### src/rtl/debounce_pkg.sv
// Shared types and helpers for the debouncer bank: settle FSM encoding and counter sizing.
package debounce_pkg;

  typedef enum logic [1:0] {
    ST_LOW     = 2'd0,
    ST_RISING  = 2'd1,
    ST_HIGH    = 2'd2,
    ST_FALLING = 2'd3
  } deb_state_e;

  // Bits needed to hold values 0..max_count inclusive.
  function automatic int unsigned cnt_width(input int unsigned max_count);
    return $clog2(max_count + 1);
  endfunction

endpackage

### src/rtl/debounce_channel.sv
// One debouncer channel: 2-FF synchroniser, 4-state settle FSM, registered level/rise/fall.
// DEBOUNCE_LONG_PRESS_EN adds a saturating hold counter and the long_out pulse.
module debounce_channel
  import debounce_pkg::*;
#(
  parameter int unsigned STABLE_CYCLES = 5_000_000
`ifdef DEBOUNCE_LONG_PRESS_EN
  , parameter int unsigned LONG_CYCLES = 50_000_000
`endif
) (
  input  logic clk,
  input  logic async_reset,
  input  logic sample_en,
  input  logic signal_in,
  output logic level_out,
  output logic rise_out,
  output logic fall_out
`ifdef DEBOUNCE_LONG_PRESS_EN
  , output logic long_out
`endif
);

  localparam int unsigned CW = cnt_width(STABLE_CYCLES);
  localparam logic [CW-1:0] CNT_LAST = CW'(STABLE_CYCLES - 1);

  logic          sync1;
  logic          sync2;
  deb_state_e    state_q;
  deb_state_e    state_d;
  logic [CW-1:0] cnt_q;
  logic [CW-1:0] cnt_d;
  logic          level_d;
  logic          rise_d;
  logic          fall_d;

  // Synchroniser runs every clk, independent of the sample tick.
  always_ff @(posedge clk or posedge async_reset) begin
    if (async_reset) begin
      sync1 <= 1'b0;
      sync2 <= 1'b0;
    end else begin
      sync1 <= signal_in;
      sync2 <= sync1;
    end
  end

  always_ff @(posedge clk or posedge async_reset) begin
    if (async_reset) begin
      state_q   <= ST_LOW;
      cnt_q     <= '0;
      level_out <= 1'b0;
      rise_out  <= 1'b0;
      fall_out  <= 1'b0;
    end else begin
      state_q   <= state_d;
      cnt_q     <= cnt_d;
      level_out <= level_d;
      rise_out  <= rise_d;
      fall_out  <= fall_d;
    end
  end

  // Settle FSM; state and counter hold on clks without a sample tick.
  always_comb begin
    state_d = state_q;
    cnt_d   = cnt_q;
    level_d = level_out;
    rise_d  = 1'b0;
    fall_d  = 1'b0;
    if (sample_en) begin
      case (state_q)
        ST_LOW: begin
          if (sync2) begin
            state_d = ST_RISING;
            cnt_d   = CW'(1);
          end else begin
            cnt_d = '0;
          end
        end
        ST_RISING: begin
          if (!sync2) begin
            state_d = ST_LOW;
            cnt_d   = '0;
          end else if (cnt_q == CNT_LAST) begin
            state_d = ST_HIGH;
            cnt_d   = '0;
            level_d = 1'b1;
            rise_d  = 1'b1;
          end else begin
            cnt_d = cnt_q + CW'(1);
          end
        end
        ST_HIGH: begin
          if (!sync2) begin
            state_d = ST_FALLING;
            cnt_d   = CW'(1);
          end else begin
            cnt_d = '0;
          end
        end
        ST_FALLING: begin
          if (sync2) begin
            state_d = ST_HIGH;
            cnt_d   = '0;
          end else if (cnt_q == CNT_LAST) begin
            state_d = ST_LOW;
            cnt_d   = '0;
            level_d = 1'b0;
            fall_d  = 1'b1;
          end else begin
            cnt_d = cnt_q + CW'(1);
          end
        end
        default: begin
          state_d = ST_LOW;
          cnt_d   = '0;
        end
      endcase
    end
  end

`ifdef DEBOUNCE_LONG_PRESS_EN
  localparam int unsigned HW = cnt_width(LONG_CYCLES);
  localparam logic [HW-1:0] HOLD_MAX = HW'(LONG_CYCLES);

  logic [HW-1:0] hold_q;
  logic [HW-1:0] hold_d;
  logic          long_d;

  // Saturating hold counter; firing only on the step into HOLD_MAX gives one pulse per press.
  always_comb begin
    hold_d = hold_q;
    long_d = 1'b0;
    if (!level_out) begin
      hold_d = '0;
    end else if (sample_en && (hold_q != HOLD_MAX)) begin
      hold_d = hold_q + HW'(1);
      long_d = (hold_q == (HOLD_MAX - HW'(1)));
    end
  end

  always_ff @(posedge clk or posedge async_reset) begin
    if (async_reset) begin
      hold_q   <= '0;
      long_out <= 1'b0;
    end else begin
      hold_q   <= hold_d;
      long_out <= long_d;
    end
  end
`endif

endmodule

### src/rtl/debouncer_bank.sv
// N-channel debouncer sharing one sample tick; each channel is an independent debounce_channel.
// Define DEBOUNCE_LONG_PRESS_EN to add the per-channel long_out hold pulse.
module debouncer_bank #(
  parameter int unsigned CHANNELS      = 4,
  parameter int unsigned STABLE_CYCLES = 5_000_000,
  parameter int unsigned LONG_CYCLES   = 50_000_000
) (
  input  logic                clk,
  input  logic                async_reset,
  input  logic                sample_en,
  input  logic [CHANNELS-1:0] signal_in,
  output logic [CHANNELS-1:0] level_out,
  output logic [CHANNELS-1:0] rise_out,
  output logic [CHANNELS-1:0] fall_out
`ifdef DEBOUNCE_LONG_PRESS_EN
  , output logic [CHANNELS-1:0] long_out
`endif
);

  // Reject parameter sets the settle FSM and hold counter cannot honour.
  if ((CHANNELS < 1) || (STABLE_CYCLES < 2) || (LONG_CYCLES < 1)) begin : g_bad_cfg
    $error("debouncer_bank: invalid CHANNELS/STABLE_CYCLES/LONG_CYCLES");
  end

  for (genvar i = 0; i < int'(CHANNELS); i++) begin : g_ch
    debounce_channel #(
      .STABLE_CYCLES(STABLE_CYCLES)
`ifdef DEBOUNCE_LONG_PRESS_EN
      , .LONG_CYCLES(LONG_CYCLES)
`endif
    ) u_channel (
      .clk        (clk),
      .async_reset(async_reset),
      .sample_en  (sample_en),
      .signal_in  (signal_in[i]),
      .level_out  (level_out[i]),
      .rise_out   (rise_out[i]),
      .fall_out   (fall_out[i])
`ifdef DEBOUNCE_LONG_PRESS_EN
      , .long_out (long_out[i])
`endif
    );
  end

endmodule

### config.mk
export PLATFORM = sky130hd
export DESIGN_NAME = debouncer_bank
export DESIGN_NICKNAME = d
export VERILOG_FILES = /design/src/rtl/debounce_pkg.sv /design/src/rtl/debounce_channel.sv /design/src/rtl/debouncer_bank.sv
export SDC_FILE = /design/constraint.sdc
export NUM_CORES = 1
export LEC_CHECK = 0
export CAP_MARGIN = 20
export CORE_MARGIN = 1
export CORE_UTILIZATION = 30
export CTS_CLUSTER_SIZE = 28
export DETAILED_ROUTE_END_ITERATION = 7
export GPL_TIMING_DRIVEN = 0
export PLACE_DENSITY_LB_ADDON = 0.15
export SLEW_MARGIN = 20
export SYNTH_ARGS = -nofsm -noshare
export SYNTH_HDL_FRONTEND = slang
export SYNTH_SLANG_ARGS = --single-unit
### constraint.sdc
create_clock -name clk -period 5.2 [get_ports clk]
set_input_delay 0.52 -clock clk [delete_from_list [all_inputs] [get_ports clk]]
set_output_delay 0.52 -clock clk [all_outputs]
set_load 0.005 [all_outputs]
* Yosys cells after proc, flatten, opt, wreduce, memory -nomap -nowiden *
Index checks and enable logic that the tools add are counted.

word-level totals
  register bits after elaboration = 120
  input port bits = 7
  output and inout bits = 12
  word-level logic and storage cells = 196

operators by class
  add/subtract/negate cells = 4
  equality and inequality tests = 48
  mux-type cells = 100
  reduce and logical (&&, ||, !) cells = 16

operator list
  kind                   number
  $pmux 23 s4            4
  $mux 23                12
  $add 23x1->23 const B  4
  $eq 23x23->1 const B   4
  $mux 1                 52
  $mux 2                 24
  $ne 2x1->1 const B     16
  $pmux 2 s4             4
  $reduce_and 6->1       4
  $reduce_and 5->1       4
  $eq 2x2->1 const B     8
  $ne 2x2->1 const B     8
  $ne 3x1->1 const B     4
  $ne 3x3->1 const B     4
  $eq 2x1->1 const B     4
  $logic_not 2->1        4
  $pmux 1 s2             4
  $reduce_bool 2->1      4

* Depth between registers and ports, before layout *
  word-level depth = 5
  mapped depth = 8
  depth with buffers taken out = 6

* By module *
A second synthesis with hierarchy kept.

unflattened totals
  cell total of the unflattened synthesis = 669
  area total of the unflattened synthesis = 6324.8 µm²

modules (own cells, without submodules)
  module                                    instances  cells each  area an instance (µm²)  seq. area each (µm²)
  debounce_channel (g_ch[0].u_channel ...)  3          168         1584.0                  750.7
  debounce_channel (g_ch[3].u_channel)      1          165         1572.8                  750.7

* Least setup slack after synthesis *
No wires, ideal clock.

  path type = flip-flop to flip-flop
  from = register g_ch[1].u_channel.cnt_q[20]
  to = register g_ch[1].u_channel.cnt_q[15]
  setup time = 118 ps
  arrival = 1943 ps
  path slack = 3139 ps
  cell stages (with the launch flop) = 7
  buffers on the path = 1
  period minus slack after synthesis = 2061 ps
  path through = dfrtp_1 or4b_1 or4_4 o211ai_4 buf_6 nor3b_1 a21o_1

between the ends
  cells in the longest elaborated chain, start to end = 4
  elaborated cells between the ends (all ways) = 5
  those cells by class = eq/ne (1); mux (4)

ends and longest elaborated chain
  what                               RTL line                                         source
  start, declared                    debounce_channel.sv:30                           logic [CW-1:0] cnt_q;
  start signal, assigned             debounce_channel.sv:56                           cnt_q <= cnt_d;
  $eq 23x23->1 *                     debounce_channel.sv:84, debounce_channel.sv:105
  $mux 23 *                          debounce_channel.sv:84, debounce_channel.sv:105
  $mux 23, on equally long branches  debounce_channel.sv:102, debounce_channel.sv:81
  $pmux 23 s4 *                      debounce_channel.sv:71                           case (state_q)

Every way passes the cells marked *; elsewhere a longest branch is shown, timed or not.
A chain may end at the register's enable or synchronous reset.

==> results.py <==
metrics = {
    "outcome": {
        "status": "finished clean",
    },
    "sta": {
        "relSlewSlack_pct": 42.8,
        "fin_hold_ws_ps": 348,
        "tightestPinTransition_ps": 850,
        "finalMaxSlewViolations": 0,
        "setup-violations-final": 0,
        "rsz0062_at_grt": "false",
        "finalClockSkew_ps": 5.39,
        "finalCritPeriodShare_pct": 49.8,
        "fmax_ghz": 0.386,
        "finalCriticalPeriod_ps": 2590,
        "hold_violations": 0,
    },
    "clock_tree": {
        "clock_sinks": 120,
        "numCtsBuffers": 17,
        "clockBufferDepth": 2,
        "cts_hold_buf": 0,
        "clk_latency_ps": 410,
        "root_buffer": "clkbuf_16",
        "post_cts_resized": 0,
        "cts_tree": "built",
        "path_clk_slew_ps": 50,
        "post_cts_buffers": 0,
        "cts_max_level": 4,
    },
    "layout": {
        "final_common_cell": "dfrtp_1",
        "drive_above_1_share_pct": 8.89,
        "multi_input_area_mm2": 0.00300,
        "final_cell_mix": "dfrtp_1 (120), nor2_1 (78), nand2_1 (59)",
        "diodes": 0,
        "finalCoreUtilization_pct": 36.2,
        "syn2layout_area_growth_pct": 17.8,
        "seqCellArea_mm2": 0.00300,
        "final.fill_count": 2044,
        "nNetsFinal": 708,
    },
    "route": {
        "drt_first_pass_iters": 4,
        "wl_per_cell_um": 14.8,
        "vias": 5054,
        "route.detailed.drc": 0,
        "drt-vias-per-instance": 5.16,
        "dr.first_iter.drc_count": 440,
        "drt_wl_total_um": 14500,
        "postRouteAntennaNets": 0,
    },
    "synthesis": {
        "ys_seq_elements": 120,
        "ys.warnings.count": 0,
        "yosysSeqAreaShare_pct": 48.0,
        "synth_edf_count": 0,
        "syn_inst": 659,
        "synth_area_mm2": 0.00626,
        "syn-mean-instance-area_um2": 9.50,
        "ys.flop_type": "dfrtp_1",
        "syn_nets": 670,
        "async_flop_share_pct": 100,
        "synth_cell_types": 60,
    },
    "power_and_ir_drop": {
        "p_sw_mw": 0.489,
        "p_per_area_mw_per_mm2": 297,
        "pwr-share-seq_pct": 43.9,
        "intPower_mw": 1.70,
        "power.share.clock_pct": 51.7,
        "combinationalPowerShare_pct": 4.4,
        "worst_ir_drop_vdd_v": 0.000175,
        "p_sw_share_pct": 22.3,
        "leakage_nw": 3.01,
    },
    "floorplan": {
        "start_util_pct": 30.7,
        "io_pins": 19,
        "placementRows": 52,
        "die-area_mm2": 0.0214,
        "die_width_um": 146,
        "core_region_area_mm2": 0.0204,
        "die_h_um": 146,
    },
    "grt": {
        "grt_usage_pct": 14.5,
        "grt_antenna_before_repair": 0,
        "grt_pass1_wl_um": 24900,
        "grt_max_degree": 77,
        "grt_pass1_vias": 4955,
        "grt_overflow": 0,
    },
    "worst_hold_path": {
        "min_path_type": "reg -> reg",
    },
    "critical_path": {
        "crit_slowest_cell": "clkdlybuf4s50_1",
        "critPathKind": "in -> reg",
        "cp_max_fo": 10,
        "cp_num_buf_inv": 4,
        "cpPeakStageDelay_ps": 680,
        "path_delay_family": "buffers and inverters",
        "worstPathCellList": "clkdlybuf4s50_1, buf_6, clkbuf_1, clkbuf_1, o21ai_0, o2bb2ai_1",
        "arrival_ps": 2860,
        "start_kind": "input pin",
        "cp_common_cell": "clkbuf_1",
        "required_ps": 5470,
        "regToRegSetupSlack_ps": 2840,
        "end_kind": "register",
    },
    "placed_design": {
        "finalWeightedCongestion": 0.822,
        "numPortBuffers": 18,
        "dp_hpwl_um": 9910,
    },
    "run": {
        "cap_violations": 0,
    },
}
==> flip-flops by register name, indices dropped and copies added (netlist names), named ones only <==
register and count:
g_ch.u_channel.cnt_q 92, g_ch.u_channel.level_out 4, g_ch.u_channel.rise_out 4, g_ch.u_channel.sync2 4, g_ch.u_channel.state_q 4, g_ch.u_channel.sync1 4
g_ch.u_channel.fall_out 4
==> kinds of logic (layout without fill, tap and decap cells) <==
| logic type | after synthesis | in the layout | share of synthesized area [%] |
|---|---|---|---|
| adder cells (fa/ha/maj) | 4 | 4 | 0.800 |
| AND/OR/NAND/NOR | 332 | 332 | 28.3 |
| buffers and inverters | 50 | 100 | 4.04 |
| multiplexers | 3 | 3 | 0.540 |
| XOR/XNOR | 54 | 54 | 7.56 |
| flip-flops | 120 | 120 | 48.0 |
| AO/OA/AOI/OAI | 96 | 96 | 10.8 |
==> path summary, 6_finish.rpt <==
| path | from | endpoint | cells past startpoint |
|---|---|---|---|
| worst min-delay path | g_ch[2].u_channel.sync1 | g_ch[2].u_channel.sync2 | 0 |
| worst max-delay path | sample_en | g_ch[0].u_channel.cnt_q[12] | 6 |
| max in group asynchronous | async_reset | g_ch[0].u_channel.level_out | 3 |
| min in group asynchronous | async_reset | g_ch[3].u_channel.fall_out | 2 |
| worst min register to register | g_ch[2].u_channel.sync1 | g_ch[2].u_channel.sync2 | 0 |
| worst max register to register | g_ch[0].u_channel.cnt_q[0] | g_ch[0].u_channel.cnt_q[6] | 7 |
==> Yosys cell counts (all sizes together), types with 2 or more instances <==
cell / count / share of area [%]
a211o: 3 / 0.42
nor2b: 4 / 0.40
nor4: 15 / 1.7
o21ai: 32 / 2.6
o21a: 4 / 0.48
and4: 10 / 1.4
nand4: 30 / 3.0
nor3: 21 / 1.7
dfrtp: 120 / 48
nand3: 50 / 4.0
mux2: 3 / 0.54
or4b: 2 / 0.32
o2bb2ai: 16 / 2.2
xnor2: 23 / 3.2
a21o: 8 / 0.96
ha: 4 / 0.80
or4: 5 / 0.66
nor2: 78 / 4.7
nor3b: 9 / 1.2
or3: 8 / 0.84
and3: 11 / 1.1
nor4b: 9 / 1.3
nand3b: 2 / 0.24
nand2: 59 / 3.5
a21oi: 9 / 0.72
buf: 20 / 2.2
nand2b: 4 / 0.40
xor2: 31 / 4.3
o211ai: 3 / 0.58
inv: 19 / 1.1
and4b: 2 / 0.32
o31ai: 3 / 0.36
o311ai: 5 / 0.70
clkbuf: 11 / 0.66
and3b: 2 / 0.28
o22ai: 3 / 0.30
nor4bb: 2 / 0.32
and2: 6 / 0.60
a2bb2oi: 2 / 0.28
==> worst register-to-register path, stage by stage, from the launching register on <==
cell,delay (ps)
dfrtp_1,430
ha_1,260
and4_1,270
nand4_1,160
o21ai_1,570
and2_1,250
buf_2,230
nor2_1,80
==> per-layer routing <==
layer	global-route usage (%)	vias to the layer above	wire, µm
met3	3.53	15	485
met4	4.69	0	180
met2	22.3	82	6600
met1	20.0	2494	7200
met5	0	-	0
li1	-	2463	-
==> metrics by stage <==
step | area, µm² | TNS, ps | setup WS [ps] | power [mW] | cells
global route | 7370 | 0 | 2480 | 2.28 | 979
finish | 7370 | 0 | 2610 | 2.19 | 979
floorplan | 6260 | 0 | 1490 | 1.04 | 659
CTS | 7370 | 0 | 2610 | 2.23 | 979
detailed placement | 6810 | 0 | 2160 | 1.07 | 948
global placement | 6780 | -50450 | -429 | 1.07 | 947
==> area by class of cell <==
cell class | count | area share [%]
clock buffer | 22 | 6.30
buffer | 31 | 2.46
tap | 270 | 4.58
multi-input combinational | 489 | 40.7
sequential | 120 | 40.7
timing repair buffer | 19 | 2.82
clock inverter | 9 | 1.36
inverter | 19 | 1.04
==> power by group through the flow <==
stage,sequential (mW),clock [mW],combinational (mW)
floorplan,0.972,0,0.0639
global placement,0.975,0,0.0941
detailed placement,0.976,0,0.0993
CTS,0.960,1.17,0.0995
global route,0.962,1.21,0.111
finish,0.960,1.13,0.0962
Note: power is estimated with default switching activity, not from simulation.
